## config.mk

```make
export PLATFORM = sky130hd
export DESIGN_NAME = spc_stack_ctl_flat
export DESIGN_NICKNAME = d
export VERILOG_FILES = /design/src/rtl/spc_pkg.sv /design/src/rtl/spc_stack_ctl_if.sv /design/src/rtl/spc_depth_ctr.sv /design/src/rtl/spc_stack_ctl.sv /design/src/flat_wrapper.sv
export SDC_FILE = /design/constraint.sdc
export NUM_CORES = 1
export LEC_CHECK = 0
export CORE_ASPECT_RATIO = 0.9
export CORE_MARGIN = 3
export CORE_UTILIZATION = 43
export CTS_BUF_LIST = sky130_fd_sc_hd__clkbuf_4
export CTS_CLUSTER_SIZE = 10
export DETAILED_ROUTE_END_ITERATION = 16
export PLACE_DENSITY = 0.79
export SETUP_SLACK_MARGIN = 0.15
export SYNTH_ARGS = -nofsm -noshare
export SYNTH_HDL_FRONTEND = slang
export SYNTH_SLANG_ARGS = --single-unit
```

## constraint.sdc

```tcl
create_clock -name clk -period 3.2 [get_ports clk]
set_input_delay 0.64 -clock clk [delete_from_list [all_inputs] [get_ports clk]]
set_output_delay 0.64 -clock clk [all_outputs]
set_load 0.01 [all_outputs]
```

## src/rtl/spc_pkg.sv

```systemverilog
// Shared definitions for the SPC return-stack controller: word/pointer sizes,
// command op codes and the controller FSM state encoding.
package spc_pkg;

  localparam int SPC_DW = 19;
  localparam int SPC_AW = 5;

  typedef enum logic [1:0] {
    OP_PEEK    = 2'b00,
    OP_PUSH    = 2'b01,
    OP_POP     = 2'b10,
    OP_REPLACE = 2'b11
  } spc_op_e;

  typedef enum logic [1:0] {
    ST_IDLE  = 2'b00,
    ST_WR    = 2'b01,
    ST_RD    = 2'b10,
    ST_FETCH = 2'b11
  } spc_state_e;

  // PUSH and REPLACE use the stack write port; PEEK and POP use the read port.
  function automatic logic op_is_write(spc_op_e op);
    return (op == OP_PUSH) || (op == OP_REPLACE);
  endfunction

  function automatic logic op_is_read(spc_op_e op);
    return (op == OP_POP) || (op == OP_PEEK);
  endfunction

endpackage

```

## src/rtl/spc_stack_ctl_if.sv

```systemverilog
// Command/response handshake toward the microsequencer plus the strobe/data
// lines toward the SPC stack block. slave = controller side, master = user side.
interface spc_stack_ctl_if #(
  parameter int DW = spc_pkg::SPC_DW
);

  logic          cmd_valid;
  logic          cmd_ready;
  logic [1:0]    cmd_op;
  logic [DW-1:0] cmd_data;
  logic          rsp_valid;
  logic [DW-1:0] rsp_data;

  logic          spc_spcnt;
  logic          spc_spush;
  logic          spc_srp;
  logic          spc_swp;
  logic          spc_fetch;
  logic [DW-1:0] spc_wdata;
  logic [DW-1:0] spc_rdata;

  modport slave (
    input  cmd_valid, cmd_op, cmd_data,
    output cmd_ready, rsp_valid, rsp_data,
    output spc_spcnt, spc_spush, spc_srp, spc_swp, spc_fetch, spc_wdata,
    input  spc_rdata
  );

  modport master (
    output cmd_valid, cmd_op, cmd_data,
    input  cmd_ready, rsp_valid, rsp_data,
    input  spc_spcnt, spc_spush, spc_srp, spc_swp, spc_fetch, spc_wdata,
    output spc_rdata
  );

endinterface

```

## src/rtl/spc_depth_ctr.sv

```systemverilog
// Saturating up/down occupancy counter for the SPC stack; reports depth,
// empty and full. Depth is AW+1 bits wide so a completely full stack is representable.
module spc_depth_ctr
  import spc_pkg::*;
#(
  parameter int AW = SPC_AW
) (
  input  logic        clk,
  input  logic        reset,
  input  logic        inc,
  input  logic        dec,
  output logic [AW:0] depth,
  output logic        empty,
  output logic        full
);

  localparam logic [AW:0] CAPACITY = {1'b1, {AW{1'b0}}};

  // Saturate at both ends: overflowing pushes overwrite old entries and must not
  // make the count wrap back to a small value.
  always_ff @(posedge clk) begin
    if (reset) begin
      depth <= '0;
    end else if (inc && !dec && (depth != CAPACITY)) begin
      depth <= depth + 1'b1;
    end else if (dec && !inc && (depth != '0)) begin
      depth <= depth - 1'b1;
    end
  end

  assign empty = (depth == '0);
  assign full  = (depth == CAPACITY);

endmodule

```

## src/rtl/spc_stack_ctl.sv

```systemverilog
// Command-side controller for the 32-entry SPC return stack: FSM, strobe decode
// and response register. Optional trap build selected by the SPC_TRAP_EN macro.
module spc_stack_ctl
  import spc_pkg::*;
#(
  parameter int DW = SPC_DW,
  parameter int AW = SPC_AW
) (
  input  logic            clk,
  input  logic            reset,
  spc_stack_ctl_if.slave  bus,
  output logic [AW:0]     depth,
  output logic            empty,
  output logic            full,
  output logic            trap_ovf,
  output logic            trap_unf
);

  spc_state_e    state_q;
  spc_state_e    state_d;
  spc_op_e       op_q;
  spc_op_e       cmd_op;
  logic          supp_q;
  logic          supp_cmd;
  logic [DW-1:0] wdata_q;
  logic [DW-1:0] rsp_data_q;
  logic          rsp_valid_q;
  logic          accept;

  logic          ready_c;
  logic          spcnt_c;
  logic          spush_c;
  logic          srp_c;
  logic          swp_c;
  logic          fetch_c;
  logic          rsp_fire;
  logic          dep_inc;
  logic          dep_dec;

  assign cmd_op = spc_op_e'(bus.cmd_op);
  assign accept = bus.cmd_valid && bus.cmd_ready;

`ifdef SPC_TRAP_EN
  assign supp_cmd = ((cmd_op == OP_PUSH) && full) || (op_is_read(cmd_op) && empty);
`else
  assign supp_cmd = 1'b0;
`endif

  always_ff @(posedge clk) begin
    if (reset) begin
      state_q     <= ST_IDLE;
      op_q        <= OP_PEEK;
      supp_q      <= 1'b0;
      wdata_q     <= '0;
      rsp_data_q  <= '0;
      rsp_valid_q <= 1'b0;
    end else begin
      state_q     <= state_d;
      rsp_valid_q <= rsp_fire;
      if (rsp_fire) begin
        rsp_data_q <= bus.spc_rdata;
      end
      if (accept) begin
        op_q   <= cmd_op;
        supp_q <= supp_cmd;
        if (op_is_write(cmd_op)) begin
          wdata_q <= bus.cmd_data;
        end
      end
    end
  end

  // A suppressed (trapped) command still walks ACC/FETCH so the command rate
  // stays fixed, but every stack strobe and the depth update are masked.
  always_comb begin
    state_d  = state_q;
    ready_c  = 1'b0;
    spcnt_c  = 1'b0;
    spush_c  = 1'b0;
    srp_c    = 1'b0;
    swp_c    = 1'b0;
    fetch_c  = 1'b0;
    rsp_fire = 1'b0;
    dep_inc  = 1'b0;
    dep_dec  = 1'b0;
    case (state_q)
      ST_IDLE: begin
        ready_c = 1'b1;
        if (bus.cmd_valid) begin
          state_d = op_is_write(cmd_op) ? ST_WR : ST_RD;
        end
      end
      ST_WR: begin
        state_d = ST_FETCH;
        if (!supp_q) begin
          swp_c = 1'b1;
          if (op_q == OP_PUSH) begin
            spcnt_c = 1'b1;
            spush_c = 1'b1;
          end
        end
      end
      ST_RD: begin
        state_d = ST_FETCH;
        if (!supp_q) begin
          srp_c = 1'b1;
        end
      end
      ST_FETCH: begin
        state_d = ST_IDLE;
        if (!supp_q) begin
          fetch_c = 1'b1;
          case (op_q)
            OP_PUSH: begin
              spcnt_c = 1'b1;
              spush_c = 1'b1;
              dep_inc = 1'b1;
            end
            OP_POP: begin
              spcnt_c  = 1'b1;
              dep_dec  = 1'b1;
              rsp_fire = 1'b1;
            end
            OP_PEEK: begin
              rsp_fire = 1'b1;
            end
            default: begin
            end
          endcase
        end
      end
      default: begin
        state_d = ST_IDLE;
      end
    endcase
  end

  // Reset is synchronous, so gate the decoded strobes with it to keep the
  // reset cycle itself free of stack activity.
  assign bus.cmd_ready = ready_c && !reset;
  assign bus.spc_spcnt = spcnt_c && !reset;
  assign bus.spc_spush = spush_c && !reset;
  assign bus.spc_srp   = srp_c   && !reset;
  assign bus.spc_swp   = swp_c   && !reset;
  assign bus.spc_fetch = fetch_c && !reset;
  assign bus.spc_wdata = wdata_q;
  assign bus.rsp_valid = rsp_valid_q;
  assign bus.rsp_data  = rsp_data_q;

`ifdef SPC_TRAP_EN
  assign trap_ovf = !reset && (state_q == ST_FETCH) && supp_q && (op_q == OP_PUSH);
  assign trap_unf = !reset && (state_q == ST_FETCH) && supp_q && op_is_read(op_q);
`else
  assign trap_ovf = 1'b0;
  assign trap_unf = 1'b0;
`endif

  spc_depth_ctr #(
    .AW (AW)
  ) u_depth (
    .clk   (clk),
    .reset (reset),
    .inc   (dep_inc),
    .dec   (dep_dec),
    .depth (depth),
    .empty (empty),
    .full  (full)
  );

  a_no_rw_collision: assert property (@(posedge clk) disable iff (reset)
    !(bus.spc_srp && bus.spc_swp));

  a_idle_quiet: assert property (@(posedge clk) disable iff (reset)
    bus.cmd_ready |-> !(bus.spc_srp || bus.spc_swp || bus.spc_fetch || bus.spc_spcnt));

endmodule

```

## src/flat_wrapper.sv

```systemverilog
// flat-port wrapper written by rule: the top's interface ports become plain ports
module spc_stack_ctl_flat import spc_pkg::*;
#(
  parameter int DW = SPC_DW,
  parameter int AW = SPC_AW
)
  (clk, reset, depth, empty, full, trap_ovf, trap_unf, bus_cmd_valid, bus_cmd_op, bus_cmd_data, bus_cmd_ready, bus_rsp_valid, bus_rsp_data, bus_spc_spcnt, bus_spc_spush, bus_spc_srp, bus_spc_swp, bus_spc_fetch, bus_spc_wdata, bus_spc_rdata);
  spc_stack_ctl_if #(.DW(DW)) bus_i ();
  input  logic clk;
  input  logic reset;
  output logic [AW:0] depth;
  output logic empty;
  output logic full;
  output logic trap_ovf;
  output logic trap_unf;
  input wire logic [$bits(bus_i.cmd_valid)-1:0] bus_cmd_valid;
  input wire logic [$bits(bus_i.cmd_op)-1:0] bus_cmd_op;
  input wire logic [$bits(bus_i.cmd_data)-1:0] bus_cmd_data;
  output wire logic [$bits(bus_i.cmd_ready)-1:0] bus_cmd_ready;
  output wire logic [$bits(bus_i.rsp_valid)-1:0] bus_rsp_valid;
  output wire logic [$bits(bus_i.rsp_data)-1:0] bus_rsp_data;
  output wire logic [$bits(bus_i.spc_spcnt)-1:0] bus_spc_spcnt;
  output wire logic [$bits(bus_i.spc_spush)-1:0] bus_spc_spush;
  output wire logic [$bits(bus_i.spc_srp)-1:0] bus_spc_srp;
  output wire logic [$bits(bus_i.spc_swp)-1:0] bus_spc_swp;
  output wire logic [$bits(bus_i.spc_fetch)-1:0] bus_spc_fetch;
  output wire logic [$bits(bus_i.spc_wdata)-1:0] bus_spc_wdata;
  input wire logic [$bits(bus_i.spc_rdata)-1:0] bus_spc_rdata;
  assign bus_i.cmd_valid = bus_cmd_valid;
  assign bus_i.cmd_op = bus_cmd_op;
  assign bus_i.cmd_data = bus_cmd_data;
  assign bus_cmd_ready = bus_i.cmd_ready;
  assign bus_rsp_valid = bus_i.rsp_valid;
  assign bus_rsp_data = bus_i.rsp_data;
  assign bus_spc_spcnt = bus_i.spc_spcnt;
  assign bus_spc_spush = bus_i.spc_spush;
  assign bus_spc_srp = bus_i.spc_srp;
  assign bus_spc_swp = bus_i.spc_swp;
  assign bus_spc_fetch = bus_i.spc_fetch;
  assign bus_spc_wdata = bus_i.spc_wdata;
  assign bus_i.spc_rdata = bus_spc_rdata;
  spc_stack_ctl #(.DW(DW), .AW(AW)) u_core (.clk(clk), .reset(reset), .bus(bus_i), .depth(depth), .empty(empty), .full(full), .trap_ovf(trap_ovf), .trap_unf(trap_unf));
endmodule
```

After elaboration in Yosys (flattened, before gate mapping). Index checks and enable logic that the tools add are counted.

Add/subtract/negate cells: 2. Equal/unequal tests: 10. Multiplexer cells: 18. Reduce and logical (&&, ||, !) cells: 25.

Operators with widths (count): 1-bit 2-to-1 mux (12); 6-bit 2-to-1 mux (2); 1-bit logical AND (11); 2-bit equality test, second input constant (4); 2-bit OR reduction (4); 6-bit by 1-bit adder with 6-bit output, second input constant (1); 2-bit by 1-bit equality test with 1-bit output, second input constant (3); 6-bit equality test, second input constant (1); 6-bit zero test (1); 6-bit != test, second input constant (1); 2-bit one-hot mux with 3 select lines (1); 6-bit nonzero test (1); 6-bit by 1-bit subtractor with 6-bit output, second input constant (1); 2-bit zero test (2); 2-bit 2-to-1 mux (2); 1-bit zero test (3); 2-bit != test, second input constant (1); 1-bit one-hot mux with 2 select lines (1); 2-bit AND reduction (1); 2-bit nonzero test (1); 1-bit logical OR (1).

Flip-flop bits (word level): 49. Bits of input ports: 43. Output and inout port bits: 55. Word-level logic and storage cells: 61.

Longest topological paths before layout. Gate-level depths: netlist of run 1.

Depth after elaboration: 8. Gate-level depth with buffers: 11. Gate-level depth less buffers: 11.

Cells and area by module. A second synthesis of run 1 with hierarchy kept.

Cells, all modules: 253. Area, all modules: 2611.3 µm².

Modules (own cells, without submodules): spc_stack_ctl (times used 1, cells each 195, area an instance 2087.0 µm², sequential area each 860.8 µm²); spc_depth_ctr (times used 1, cells each 58, area an instance 524.3 µm², sequential area each 120.1 µm²).

Worst setup path before layout of run 1. OpenSTA, ideal clock, no wires.

Kind: reg-to-reg. From: register u_core.u_depth.depth[0]. To: register u_core.u_depth.depth[5]. Setup time: 0.141 ns. Arrival time: 2.590 ns. Data required time: 3.059 ns. Setup slack: 0.469 ns. Stages on the path, launching flop included: 10. Buffers on the path: 0. Period minus slack after synthesis: 2.731 ns. Cells stage by stage: dfxtp_1 -> or4_4 -> o311a_4 -> inv_1 -> ha_1 -> a21oi_1 -> a21oi_1 -> or2_2 -> a211oi_2 -> o311ai_1.

Longest elaborated chain between the ends: 3. Elaborated cells on any way between the ends: 9. Classes of those cells: add/sub (2); eq/ne (1); mux (2); reduce/logical (4).

Ends and longest elaborated chain: start: declaration (RTL line spc_depth_ctr.sv:12) `output logic [AW:0] depth,`; start signal: assignment (RTL line spc_depth_ctr.sv:25) `depth <= depth + 1'b1;`; start signal: assignment (RTL line spc_depth_ctr.sv:27) `depth <= depth - 1'b1;`; 6-bit by 1-bit subtractor with 6-bit output (tied with other cells) (RTL line spc_depth_ctr.sv:27); 6-bit 2-to-1 mux (tied with other cells) (RTL line spc_depth_ctr.sv:26) `end else if (dec && !inc && (depth != '0)) begin`; 6-bit 2-to-1 mux or 2-bit nonzero test (tied branches).

Several ways; a longest one is shown, not always the timed one. The select of a mux whose other input is x is not followed. A chain may end at the register's enable or synchronous reset.

Worst setup path after layout of run 1. Ends and elaborated chain as after synthesis.

==> results of run 1 <==
[what timing repair did]
item                       4_1_cts  5_1_grt
setup endpoints to repair        0        1
buffers inserted                 0        0
hold buffers                     0        0
resized for setup                0        1
[per-stage QoR]
step	util [%]	std cells	total power [mW]
detailed placement	64.8	419	1.04
finish	66.5	427	1.39
CTS	66.5	427	1.40
global placement	64.8	419	1.03
floorplan	-	273	0.869
global route	66.5	427	1.47
[tightest hold or removal path, cell delays in order, from the launching register on]
cell,delay (ps)
sky130_fd_sc_hd__dfxtp_1,340
sky130_fd_sc_hd__nand2_1,50
sky130_fd_sc_hd__a21oi_1,50
[power by group through the flow]
stage                     clock, mW  sequential, mW  combinational [mW]
final                         0.364           0.677               0.346
after floorplan                   0           0.701               0.168
after global placement            0           0.689               0.339
after detailed placement          0           0.690               0.345
after global routing          0.400           0.682               0.383
after CTS                     0.377           0.677               0.348
[registers in the layout, summed over array words and instances (netlist names)]
name	cells
u_core.u_depth.depth	6
u_core.bus.spc_wdata	19
u_core.op_q	2
u_core.bus.rsp_valid	1
u_core.state_q	2
u_core.bus.rsp_data	19
[area by class of cell]
type	count	area, um2
tap	65	81.3
clock inverter	3	43.8
sequential	49	981
inverter	8	30.0
multi-input combinational	200	1120
timing repair buffer	97	961
fill	416	1640
clock buffer	5	37.5
[cells in the mapped netlist (2+ instances only)]
cell type                  number  area (um2)
sky130_fd_sc_hd__a211oi_2       2        25.0
sky130_fd_sc_hd__xor2_1         2        17.5
sky130_fd_sc_hd__dfxtp_1       49         981
sky130_fd_sc_hd__and3_1         2        12.5
sky130_fd_sc_hd__buf_4          2        15.0
sky130_fd_sc_hd__nor2b_1        6        37.5
sky130_fd_sc_hd__o21a_1         3        22.5
sky130_fd_sc_hd__nand2_1       86         323
sky130_fd_sc_hd__a21oi_1       46         230
sky130_fd_sc_hd__xnor2_1        2        17.5
sky130_fd_sc_hd__o311ai_1       2        17.5
sky130_fd_sc_hd__nor3_1         3        15.0
sky130_fd_sc_hd__ha_1          13         163
sky130_fd_sc_hd__nand2b_1       4        25.0
sky130_fd_sc_hd__a311oi_1       2        17.5
sky130_fd_sc_hd__clkbuf_1      12        45.0
sky130_fd_sc_hd__buf_2          2        10.0
sky130_fd_sc_hd__inv_1          8        30.0
sky130_fd_sc_hd__o21ai_0        2        10.0
sky130_fd_sc_hd__nor2_1         8        30.0
sky130_fd_sc_hd__nand3_1        4        20.0
[layout by cell type (no fill, tap or decap), types with 2 or more instances in the layout]
master,count
sky130_fd_sc_hd__a211oi_2,2
sky130_fd_sc_hd__dfxtp_1,49
sky130_fd_sc_hd__nor2_1,8
sky130_fd_sc_hd__clkdlybuf4s50_1,94
sky130_fd_sc_hd__a311oi_1,2
sky130_fd_sc_hd__o311ai_1,2
sky130_fd_sc_hd__nand2_1,86
sky130_fd_sc_hd__nor2b_1,6
sky130_fd_sc_hd__nand3_1,4
sky130_fd_sc_hd__o21ai_1,2
sky130_fd_sc_hd__clkbuf_4,5
sky130_fd_sc_hd__buf_4,2
sky130_fd_sc_hd__conb_1,2
sky130_fd_sc_hd__inv_1,8
sky130_fd_sc_hd__xor2_1,2
sky130_fd_sc_hd__ha_1,13
sky130_fd_sc_hd__a21oi_1,45
sky130_fd_sc_hd__and3_1,2
sky130_fd_sc_hd__nand2b_1,4
sky130_fd_sc_hd__nor3_1,3
sky130_fd_sc_hd__o21a_1,3
sky130_fd_sc_hd__xnor2_1,2
[logic make-up after synthesis]
family	count (synthesis)	share of synthesized area, %
simple gates	118	23.6
other cells	1	0.171
buf+inv	24	4.56
flops	49	44.7
compound gates	62	17.1
fa+ha+maj	14	8.32
xor+xnor	4	1.60
[how the worst max path moves through the flow]
stage               cells past startpoint                 endpoint  slack [ps]
floorplan                               9  u_core.u_depth.depth[5]         470
global placement                        9  u_core.u_depth.depth[5]         390
detailed placement                      9  u_core.u_depth.depth[5]         290
CTS                                     9  u_core.u_depth.depth[5]         270
global route                            9  u_core.u_depth.depth[5]         200
finish                                  9  u_core.u_depth.depth[5]         310
[layer usage]
layer  vias to the layer above  global-route usage [%]  part of all wire, %
li1                       1074                       -                    -
met1                       970                    21.4                   43
met2                        72                    32.8                   48
met3                         6                    5.15                  8.1
met4                         0                    6.57                  1.2
met5                         -                       0                    0
==> impl_summary.md, run 1 <==
Clocking
Clock tree synthesis found a total of 49 sinks. The clock tree from TritonCTS is built. The worst-skew pair later-pin latency is 350 ps. The tree is rooted in a sky130_fd_sc_hd__clkbuf_4. The H-tree was split into 2 levels. Counting the buffers created by CTS gives 5.

After clock tree synthesis, the clock-pin slew on the worst setup and hold paths is 150 ps. The clock passes through at most 2 buffers.

Pwr
In this run the static leakage power is 1.18 nW. The net switching power figure is 392 uW. The highest ir drop seen on vdd is 0.289 mV. Combinational logic is responsible for 24.9% of the overall power.

The cell-internal power is 995 uW. The power density relative to cell area is 426 mW/mm2. Per report_power, the sequential group accounts for 48.8% of the total. Net switching is 28.3% of the power. The clock group share of total power is 26.2%.

Global route
The first global-routing pass estimated 8.81 mm of wire. The overall routing resource usage is 18.6%. The leftover overflow at the end of global routing is 0. Entering global routing, the biggest net connects 40 pins. The number of antenna violations at the first check in global routing is 0.

The via count of the first global-routing pass came to 2071.

Outcome
The flow ran to the end, and the final reports show no timing, DRC or antenna violations.

STA
The setup TNS is 0 ps. Measured against its own limit, the worst slew margin works out to 51.3%. The final setup skew is 13.3 ps. Setup violations remaining at the end of the flow were counted as 0.

For this run, the top clock speed supported by timing is 0.346 GHz. Across all hold checks on the routed design, the worst slack comes to 463 ps. The count of pins over their slew limit was 0. At the pin with the least slew margin, the transition time is 728 ps. The worst path uses 90.2% of the clock period. Subtracting the final worst setup slack from the clock period gives 2890 ps. The count of final hold-check violations was 0.

Once routing completed, OpenROAD measured the worst setup slack at 313 ps. Setup repair after global routing left no endpoint under its margin.

Cells and area
Compared with the post-synthesis result, the final layout area differs by 48.3%. The post-route netlist has 4.97% of its cells at a drive strength greater than 1. The final instance area is 0.00326 mm2. The number of antenna diodes in the final layout is 0. The final net count is 418.

Synthesis
The number of distinct library cells after synthesis is 33. The post-synthesis instance area is 0.00220 mm2. The top flip-flop cell by instance count after synthesis is sky130_fd_sc_hd__dfxtp_1.

Yosys printed 0 warnings. The count of state elements after synthesis is 49. The fraction of synthesis flops using an asynchronous set or reset pin is 0%. Sequential cells were found to cover 44.7% of the synthesized design area. The average footprint of a synthesized cell is 8.07 um2. In the synthesized netlist, the number of instances is 272. In this run, synthesis inferred 0 flip-flops with an integrated enable.

Detailed routing
Using the TritonRoute via totals, the vias-per-cell ratio works out to 4.97. Detailed routing inserted a total of 2122 vias. The residual DRC count is 0.

The count of nets left with antenna violations once routing finished came out at 0. The wire length after detailed routing is 5.59 mm. For this run, the detailed router's first-pass iteration total came to 4. After the first detailed-routing iteration, the DRC count stood at 62. Dividing the detail-routed wire length by the instance count gives 13.1 um.

Worst setup path
The peak fanout along the critical path is 6. Across all register-to-register paths, the minimum setup slack is 310 ps. The number of buffers and inverters on the critical path is 1.

STA classifies the critical path startpoint as a flip-flop. For this design, the slowest cell found on the critical path is sky130_fd_sc_hd__or4_4. The kind of capture point of the worst setup path is a flip-flop.

On the worst path, the slowest cell contributes a delay of 590 ps. The launch instance of the worst register-to-register path is u_core.u_depth.depth[0]. The critical path is of the flip-flop to flip-flop type. In this run the critical register-to-register path is captured at u_core.u_depth.depth[5]. The required time of the worst setup path is 3420 ps. The signal on the critical path passes through or4_4 > o311a_4 > inv_1 > ha_1 > a21oi_2 > a21oi_1 > or2_2 > a211oi_2 > o311ai_1.

The data arrival time of the critical path is 3110 ps. The worst-case reg-to-reg path depth is 9. The family with the most delay on the worst path is compound AO/OA/AOI/OAI gates. The most critical setup path has its startpoint at u_core.u_depth.depth[0].

Floorplanning
The area of the core region is 0.00489 mm2. 98 I/O pins were placed. The die is 81.3 um wide. Row generation in the floorplan step produced 24 rows. The floorplan step set the die height to 73.8 um.

The die area is 0.00600 mm2. The initial core utilization is 44.9%.

Place
During placement, the flow inserted port buffers numbering 95. At the end of routability-driven placement, the weighted congestion stood at 0.858. The pre-CTS setup slack is 287 ps. The HPWL after detailed placement is 4.07 mm. After detailed placement, the total cell area comes to 0.00317 mm2.

Hold path
The source of the worst hold timing path is u_core.bus.spc_wdata[6]. For hold timing, the worst endpoint is u_core.bus.spc_wdata[6]. The worst hold path passes through 2 cells. The tightest min-delay check is of the flip-flop to flip-flop type.

Run
Max-cap violations in this run came to 0.
(Power assumes the default switching activity.)
==> inputs of run 2 (changes only) <==
--- a/config.mk
+++ b/config.mk
@@ -12,4 +12,5 @@
 export CTS_CLUSTER_SIZE = 10
 export DETAILED_ROUTE_END_ITERATION = 16
+export HOLD_SLACK_MARGIN = 0.02
 export PLACE_DENSITY = 0.79
 export SETUP_SLACK_MARGIN = 0.15
==> constraint.sdc (replaced) <==
create_clock -name clk -period 3.2 [get_ports clk]
set_input_delay 0.32 -clock clk [delete_from_list [all_inputs] [get_ports clk]]
set_output_delay 0.32 -clock clk [all_outputs]
set_load 0.01 [all_outputs]
==> run 2 against run 1 <==
Utilization down 0.051 points. Worst hold slack worse by 32 ps. Combinational power barely moved. Design area barely moved. Clock power hardly changed. Sequential share of layout area about the same. First-iteration DRC count is 4.8% higher. Clock skew fell by 0.86 ps. Register-to-register slack got worse by 30 ps. Largest power group unchanged.
==> impl_summary.md, run 2 (same netlist as run 1, synthesis figures left out) <==
Outcome
Run status: finished clean (unchanged).

STA
The peak clock frequency supported by timing was 0.343 GHz (was 0.346 GHz). The final setup skew came to 12.5 ps (was 13.3 ps). Setup repair after global routing missed its margin: false (unchanged). The total of endpoints with negative setup slack in the final report is 0 (unchanged). The setup TNS was 0 ps (unchanged). The final worst-path cycle share came to 91.2% (was 90.2%). The count of final hold-check violations is 0 (unchanged). The count of pins over their slew limit came to 0 (unchanged).

The transition time at the pin with the least slew margin is 725 ps (was 728 ps). The final critical-path required period is 2920 ps (was 2890 ps). The worst slew slack as a fraction of its limit was 51.5% (was 51.3%).

Floorplanning
The die area came to 0.00600 mm2 (unchanged). The I/O pin count is 98 (unchanged). The die boundary width is 81.3 um (unchanged). The initial core utilization is 44.9% (unchanged).

The overall die height is 73.8 um (unchanged). The area of the core region is 0.00489 mm2 (unchanged). The number of standard-cell rows in the floorplan is 24 (unchanged).

Clocking
The clock tree from TritonCTS is built (unchanged). The clock buffer count from CTS was 5 (unchanged). The maximum clock insertion buffer count came to 2 (unchanged). The hold buffer count at cts is 0 (unchanged).

The clock tree root buffer cell is sky130_fd_sc_hd__clkbuf_4 (unchanged). The number of H-tree branching levels came to 2 (unchanged). The worst-skew pair later-pin latency is 360 ps (was 350 ps). The CTS clock-pin slew for the worst setup and hold paths is 140 ps (was 150 ps). The TritonCTS sink count is 49 (unchanged).

Place
The instance area at placement is 0.00317 mm2 (unchanged). The HPWL after detailed placement is 3.97 mm (was 4.07 mm). The number of input and output port buffers inserted is 95 (unchanged). The cell total after placement is 419 (unchanged). The weighted congestion reported at the end of routability-driven placement is 0.828 (was 0.858).

Pwr
The highest ir drop seen on vdd is 0.293 mV (was 0.289 mV). The net switching power figure is 383 uW (was 392 uW). The power density relative to cell area is 425 mW/mm2 (was 426 mW/mm2). The total power of the final layout came to 1.38 mW (was 1.39 mW). The switching part of the total power is 27.7% (was 28.3%).

The register share of total power is 48.9% (was 48.8%). The combinational group share of total power is 25.0% (was 24.9%). The clock group share of total power came to 26.1% (was 26.2%). The cell-internal power came to 1000 uW (was 995 uW).

The leakage power total is 1.18 nW (about the same).

Worst setup path
Critical Path, Cell by Cell: or4_4 > o311a_4 > inv_1 > ha_1 > a21oi_2 > a21oi_1 > or2_2 > a211oi_2 > o311ai_1 (unchanged). The required time of the worst setup path is 3430 ps (was 3420 ps). The critical-path cell with the highest stage delay is sky130_fd_sc_hd__or4_4 (unchanged). The peak fanout along the critical path is 6 (unchanged).

The data arrival time of the critical path is 3150 ps (was 3110 ps). The kind of capture point of the worst setup path is a flip-flop (unchanged). The kind of start point of the critical path is a flip-flop (unchanged). The biggest cell delay along the critical path is 580 ps (was 590 ps). The type of the worst setup path is flip-flop to flip-flop (unchanged).

Detailed routing
The detailed-routing iteration count for the pre-antenna-repair pass is 4 (unchanged). The number of DRC violations after detailed-routing iteration 0 was 65 (was 62). The mean number of vias per cell is 4.93 (was 4.97). The wire length after detailed routing came to 5.58 mm (was 5.59 mm).

The residual DRC count is 0 (unchanged). The final routed wire length divided by cell count is 13.1 um (about the same). The via count came to 2106 (was 2122). The residual antenna-violating net count after detailed routing is 0 (unchanged).

Run
The reported max-cap violation count is 0 (unchanged).

Global route
The overall routing resource usage is 18.4% (was 18.6%). The leftover overflow at the end of global routing is 0 (unchanged). The wire length of the first global-routing pass was 8.64 mm (was 8.81 mm). The pin count of the biggest net entering global routing is 33 (was 40). The via count of the first global-routing pass came to 1915 (was 2071). The number of antenna violations at the first check in global routing is 0 (unchanged).

Hold path
The path class of the lowest-slack min-delay path is input pin to flip-flop (was flip-flop to flip-flop).

Cells and area
The filler cell count is 414 (was 416). The final instance area is 0.00325 mm2 (was 0.00326 mm2). The final net count came to 418 (unchanged). The commonest non-fill, non-tap cell in the layout is sky130_fd_sc_hd__clkdlybuf4s50_1 (unchanged). The area used by multi-input combinational logic is 0.00112 mm2 (unchanged). The total area of sequential cells is 981 um2 (unchanged). The core utilization of the finished layout is 66.5% (about the same). Highest-count cells in the layout ignoring fill and taps: sky130_fd_sc_hd__clkdlybuf4s50_1 (94), sky130_fd_sc_hd__nand2_1 (86), sky130_fd_sc_hd__dfxtp_1 (49) (unchanged). The share of final-layout standard cells stronger than drive strength 1 is 4.70% (was 4.97%).

The layout-stage area growth over the synthesis result came to 48.2% (was 48.3%). The count of inserted antenna diode cells came to 0 (unchanged). The final standard cell count with taps included and fillers excluded was 427 (unchanged).
## run 2: metrics by stage
stage | hold slack, ps | setup slack (ps)
after floorplan | 453 | 469
after global placement | 441 | 390
after detailed placement | 446 | 268
after CTS | 440 | 256
after global routing | 460 | 121
final | 431 | 283
## run 2: repair_timing
item | in CTS | in global routing
hold endpoints to repair | 0 | 0
setup buffers | 0 | 0
setup endpoints to repair | 0 | 1
resized for setup | 0 | 1
## run 2: layout make-up
cell class	count	share of cell area, %
inverter	8	0.923
clock buffer	6	1.38
sequential	49	30.1
multi-input combinational	200	34.5
timing repair buffer	97	29.5
clock inverter	2	1.04
tap	65	2.50
## run 2: path summary, 6_finish.rpt
| path | startpoint | end | slack (ps) | depth (start not counted) |
|---|---|---|---|---|
| min reg2reg | u_core.bus.rsp_data[17] | u_core.bus.rsp_data[17] | 460 | 2 |
| max reg2reg | u_core.u_depth.depth[0] | u_core.u_depth.depth[5] | 280 | 9 |
| max | u_core.u_depth.depth[0] | u_core.u_depth.depth[5] | 280 | 9 |
| min | reset | u_core.u_depth.depth[0] | 430 | 2 |
## run 2: routing by layer
| layer | global-route usage, % | wire length (um) | vias up |
|---|---|---|---|
| met5 | 0 | 0 | - |
| met2 | 30.1 | 2640 | 85 |
| li1 | - | - | 1073 |
| met1 | 22.7 | 2290 | 936 |
| met3 | 5.64 | 527 | 12 |
| met4 | 6.94 | 114 | 0 |
## run 2: power by group through the flow
| stage | Sequential, mW | Combinational [mW] | Clock [mW] |
|---|---|---|---|
| 6_report | 0.676 | 0.345 | 0.361 |
| 3_5_place_dp | 0.690 | 0.344 | 0 |
| 2_1_floorplan | 0.701 | 0.168 | 0 |
| 4_1_cts | 0.677 | 0.348 | 0.375 |
| 3_3_place_gp | 0.689 | 0.338 | 0 |
| 5_1_grt | 0.682 | 0.380 | 0.398 |
## run 2: worst max-delay path, delay by kind of cell (launching register included)
family | cells | cell delay [ps]
compound gates | 5 | 1000
buf+inv | 1 | 180
fa+ha+maj | 1 | 310
simple gates | 2 | 920
flops | 1 | 380
